File: config.mk
export PLATFORM = sky130hd
export DESIGN_NAME = merge_rr
export DESIGN_NICKNAME = d
export VERILOG_FILES = /design/src/rtl/merge_rr.sv
export SDC_FILE = /design/constraint.sdc
export NUM_CORES = 1
export LEC_CHECK = 0
export CAP_MARGIN = 20
export CORE_AREA = 3 3 120 122
export DETAILED_ROUTE_END_ITERATION = 8
export DIE_AREA = 0 0 123 125
export MAX_ROUTING_LAYER = met4
export SYNTH_ARGS = -nofsm -noshare
export SYNTH_HDL_FRONTEND = slang
export SYNTH_SLANG_ARGS = --single-unit
File: constraint.sdc
create_clock -name clk -period 1.2 [get_ports clk]
set_input_delay 0.24 -clock clk [delete_from_list [all_inputs] [get_ports clk]]
set_output_delay 0.24 -clock clk [all_outputs]
set_load 0.02 [all_outputs]
File: src/rtl/merge_rr.sv
// N-master to 1-slave merger with round-robin arbitration and a registered grant.
// The grant is held for a whole transaction; the slave response returns only to the granted master.
module merge_rr #(
    parameter int DATA_W    = 32,
    parameter int ADDR_W    = 32,
    parameter int N_MASTERS = 2,
    localparam int REQ_W    = 1 + ADDR_W + DATA_W + DATA_W / 8,
    localparam int RESP_W   = DATA_W + 1
) (
    input  logic                        clk,
    input  logic                        rst,
    input  logic [N_MASTERS*REQ_W-1:0]  m_req,
    output logic [N_MASTERS*RESP_W-1:0] m_resp,
    output logic [REQ_W-1:0]            s_req,
    input  logic [RESP_W-1:0]           s_resp
);

    localparam int GW = (N_MASTERS > 1) ? $clog2(N_MASTERS) : 1;

    typedef enum logic {
        IDLE = 1'b0,
        BUSY = 1'b1
    } state_t;

    state_t               state_q, state_d;
    logic [GW-1:0]        grant_q, grant_d;
    logic [GW-1:0]        ptr_q, ptr_d;
    logic [N_MASTERS-1:0] m_valid;
    logic                 hit_found;
    logic [GW-1:0]        hit_idx;
    logic                 grant_valid;
    logic                 s_ready;

    // Index wrap is explicit so non-power-of-two N_MASTERS never yields an index >= N_MASTERS.
    function automatic logic [GW-1:0] wrap_add(input logic [GW-1:0] base, input int off);
        int sum;
        sum = int'(base) + off;
        if (sum >= N_MASTERS) sum = sum - N_MASTERS;
        return GW'(sum);
    endfunction

    assign s_ready     = s_resp[0];
    assign grant_valid = m_valid[grant_q];

    always_comb begin
        for (int i = 0; i < N_MASTERS; i++) begin
            m_valid[i] = m_req[i*REQ_W + REQ_W - 1];
        end
    end

    // NOTE: every combinational output gets a default before any branch, so no latch is inferred.
    always_comb begin
        hit_found = 1'b0;
        hit_idx   = '0;
        for (int i = 0; i < N_MASTERS; i++) begin
            if (!hit_found && m_valid[wrap_add(ptr_q, i)]) begin
                hit_found = 1'b1;
                hit_idx   = wrap_add(ptr_q, i);
            end
        end
    end

    always_comb begin
        state_d = state_q;
        grant_d = grant_q;
        ptr_d   = ptr_q;
        unique case (state_q)
            IDLE: begin
                if (hit_found) begin
                    grant_d = hit_idx;
                    state_d = BUSY;
                end
            end
            BUSY: begin
                // Completion and abort (granted master drops valid) both release the bus.
                if (s_ready || !grant_valid) begin
                    state_d = IDLE;
                    ptr_d   = wrap_add(grant_q, 1);
                end
            end
        endcase
    end

    // NOTE: state registers use non-blocking assignments so every flop samples pre-edge values.
    always_ff @(posedge clk or negedge rst) begin
        if (!rst) begin
            state_q <= IDLE;
            grant_q <= '0;
            ptr_q   <= '0;
        end else begin
            state_q <= state_d;
            grant_q <= grant_d;
            ptr_q   <= ptr_d;
        end
    end

    // Outputs follow the registered state, so asynchronous reset zeroes them without a clock edge.
    always_comb begin
        s_req  = '0;
        m_resp = '0;
        if (state_q == BUSY) begin
            s_req                                  = m_req[int'(grant_q)*REQ_W +: REQ_W];
            m_resp[int'(grant_q)*RESP_W +: RESP_W] = s_resp;
        end
    end

endmodule

==> impl_metrics.toml <==
[run_status]
status = "finished, violations left"
violations = "setup timing"

[synthesis]
synthMuxAreaShare_pct = 37.0
async_flop_share_pct = 100
syn_nets = 419
ys_ff_latch = 3
synth.distinct_cells = 20
ys_seq_area_share_pct = 4.02
synth_top_family_by_area = "simple AND/OR/NAND/NOR gates"
synth_xor_area_share_pct = 0
synthCells = 246
synth.avg_cell_area_um2 = 7.58
synthTopCellsByCount = "72 x nor2b_1, 69 x mux2i_1, 33 x and3_1, 32 x and2_1, 11 x clkbuf_1"
synth_top_area_share_pct = 37.0
synthSimpleGateAreaFrac_pct = 47.8
synth_edf_count = 0
syn_area_um2 = 1870
yosysTopAreaCell = "mux2i_1"
synthFlopType = "dfrtp_1"
synth_area_leaders = "mux2i_1 37%, nor2b_1 24%, and3_1 11%"
synth_most_common_cell = "nor2b_1"
synth-compound-area-share_pct = 1.74
synthAdderAreaFrac_pct = 0
yosysWarnings = 0

[global_route]
grt_pass1_vias = 3262
antenna_found_initial = 1
gr-total-overflow = 0
grt_max_degree = 34
grt_first_pass_wirelength_um = 17700
grt.total_usage_pct = 15.0

[placement]
gp_congestion = 0.780
port_buffers = 307
placed_cell_area_um2 = 5550
place.detailed.hpwl_um = 9980
place_inst = 722
dp_slack_ps = -828

[floorplanning]
ios = 308
initial_core_util_pct = 14.0
dieArea_um2 = 15400
die_h_um = 125
die_width_um = 123
rows = 42
core_um2 = 13300

[sta]
worst_slack_ps = -591
max_freq_mhz = 558
setup-violations-final = 137
rsz0062_at_grt = "true"
layout_min_cycle_time_ps = 1790
tightest_slew_ps = 213
maxSlewHeadroom_pct = 85.5
hold_violations = 0
period_share_pct = 149
fin_skew_ps = 0.666
drv_slew = 0

[finish]
stdcell_count = 755
final_nets = 752
drive_gt1_share_pct = 60.6
fillers = 1290
regArea_um2 = 80.1
fin_area_um2 = 6240
area_growth_pct = 234
multi_input_area_um2 = 2120

[clock_network]
cts-root-buf = "clkbuf_16"
cts_tree = "yes"
cts_hold_buffers = 0
path_clk_slew_ps = 30
clock_path_buffers = 2
worstSkewPairLatency_ps = 220
cts_num_sinks = 3
cts_buffers = 3
htreeDepth = 1

[routing]
vias = 3118
routed_wl_um = 13300
drt_iter0_markers = 56
ant_nets = 0
dr.pass1.iters = 4
routed_via_density = 4.13
wire_per_inst_um = 17.6
drc = 0

[worst_setup_path]
worst-setup-path-type = "flop to primary output"
critPathTopFamily = "buffers and inverters"
critPathMaxFanout = 7
critPathLaunchType = "flop"
crit_path_end_kind = "primary output"
crit_path_max_incr_delay_ps = 500
crit_chain = "buf_12 -> buf_16 -> buf_6 -> mux2i_2 -> nor2b_2 -> buf_4"
crit_buf_inv = 4
arrival_ps = 1550
required_ps = 960
slowest_stage = "dfrtp_4"

[pwr]
p_leak_nw = 2.81
vdd_drop_max_mv = 0.713
power.density_nw_per_um2 = 1820
power_mw = 11.4

[hold_path]
hold_path_class = "input port to asynchronous set/reset pin"

[flow_run]
drv_cap = 0
-- worst register-to-register path, stage by stage, from the launching register on --
cell,delay (ps)
dfrtp_2,450
buf_6,150
buf_8,130
buf_6,120
a21boi_1,60
a221o_1,270
-- final cells by class --
cell class              count  share of cell area (%)
flip-flops and latches      3                    1.28
repair buffers            355                    59.9
diodes                      1                  0.0401
clock buffers               4                    1.26
multi-input cells         216                    33.9
well taps                 176                    3.53
-- kinds of logic (layout without fill, tap and decap cells) --
| family | count (synthesis) | count (layout) |
|---|---|---|
| buffers and inverters | 27 | 359 |
| other | 0 | 1 |
| and+or+nand+nor | 143 | 143 |
| AOI/OAI and AO/OA | 4 | 4 |
| DFF | 3 | 3 |
| muxes | 69 | 69 |
-- final timing paths --
| check | from | to | slack [ps] | cells after the start |
|---|---|---|---|---|
| min in group clk | ptr_q$_DFFE_PN0P_ | ptr_q$_DFFE_PN0P_ | 560 | 1 |
| worst max register to register | state_q$_DFF_PN0_ | ptr_q$_DFFE_PN0P_ | -110 | 5 |
| worst min register to register | ptr_q$_DFFE_PN0P_ | ptr_q$_DFFE_PN0P_ | 560 | 1 |
| worst min-delay path | rst | grant_q$_DFFE_PN0P_ | 210 | 1 |
| worst max-delay path | grant_q$_DFFE_PN0P_ | s_req[44] | -590 | 6 |
| max in group asynchronous | rst | grant_q$_DFFE_PN0P_ | 830 | 1 |
-- state kept, by name, indices dropped and copies added (netlist names) --
| signal | flops |
|---|---|
| grant_q | 1 |
| ptr_q | 1 |
| state_q | 1 |
-- report_power, final --
part	switching [mW]	internal [mW]	leakage [nW]	total, mW
clock network	0.0841	0.438	0.0382	0.522
logic	4.68	5.94	2.74	10.6
registers	0.0697	0.158	0.0323	0.228
total	4.83	6.54	2.81	11.4
-- layout by cell type, fill, tap and decap left out --
cell type,n
nor2_4,1
nor2b_1,1
and3_1,5
buf_12,8
and3_2,14
buf_8,5
nand2_1,2
clkdlybuf4s15_2,11
clkdlybuf4s50_1,172
and2_4,31
clkbuf_1,1
nor2_1,1
dfrtp_1,1
dfrtp_4,1
nor2b_4,3
and3_4,14
mux2i_4,3
mux2i_1,40
mux2i_2,26
buf_2,13
nor2b_2,69
dfrtp_2,1
a21boi_1,1
buf_6,96
buf_4,37
a221o_1,1
clkbuf_2,5
and2_1,1
diode_2,1
nand2b_1,1
buf_16,4
clkbuf_16,7
o22ai_1,1
a2bb2oi_2,1
-- timing repair --
| item | 4_1_cts | 5_1_grt |
|---|---|---|
| resized for setup | 567 | 209 |
| cloned | 3 | 6 |
| endpoints found under the setup margin | 138 | 138 |
| setup buffers | 10 | 10 |
| pin swaps | 5 | 2 |
-- per-stage QoR --
stage               hold slack [ps]  utilization, %  setup TNS [ps]
global placement                432            41.8          -87590
global route                    216            46.9          -73450
floorplan                     -55.6               -           -7350
detailed placement              438            41.8          -89180
finish                          206            46.9          -67310
CTS                             208            44.0          -70760
-- per-layer routing --
metal	global-route usage, %	share of wire [%]	vias up
li1	-	-	1506
met1	15.1	34	1410
met2	29.8	55	194
met3	3.57	9.4	8
met4	1.37	0.82	0
met5	-	0	-
No activity file was read; power rests on OpenSTA's default activity.
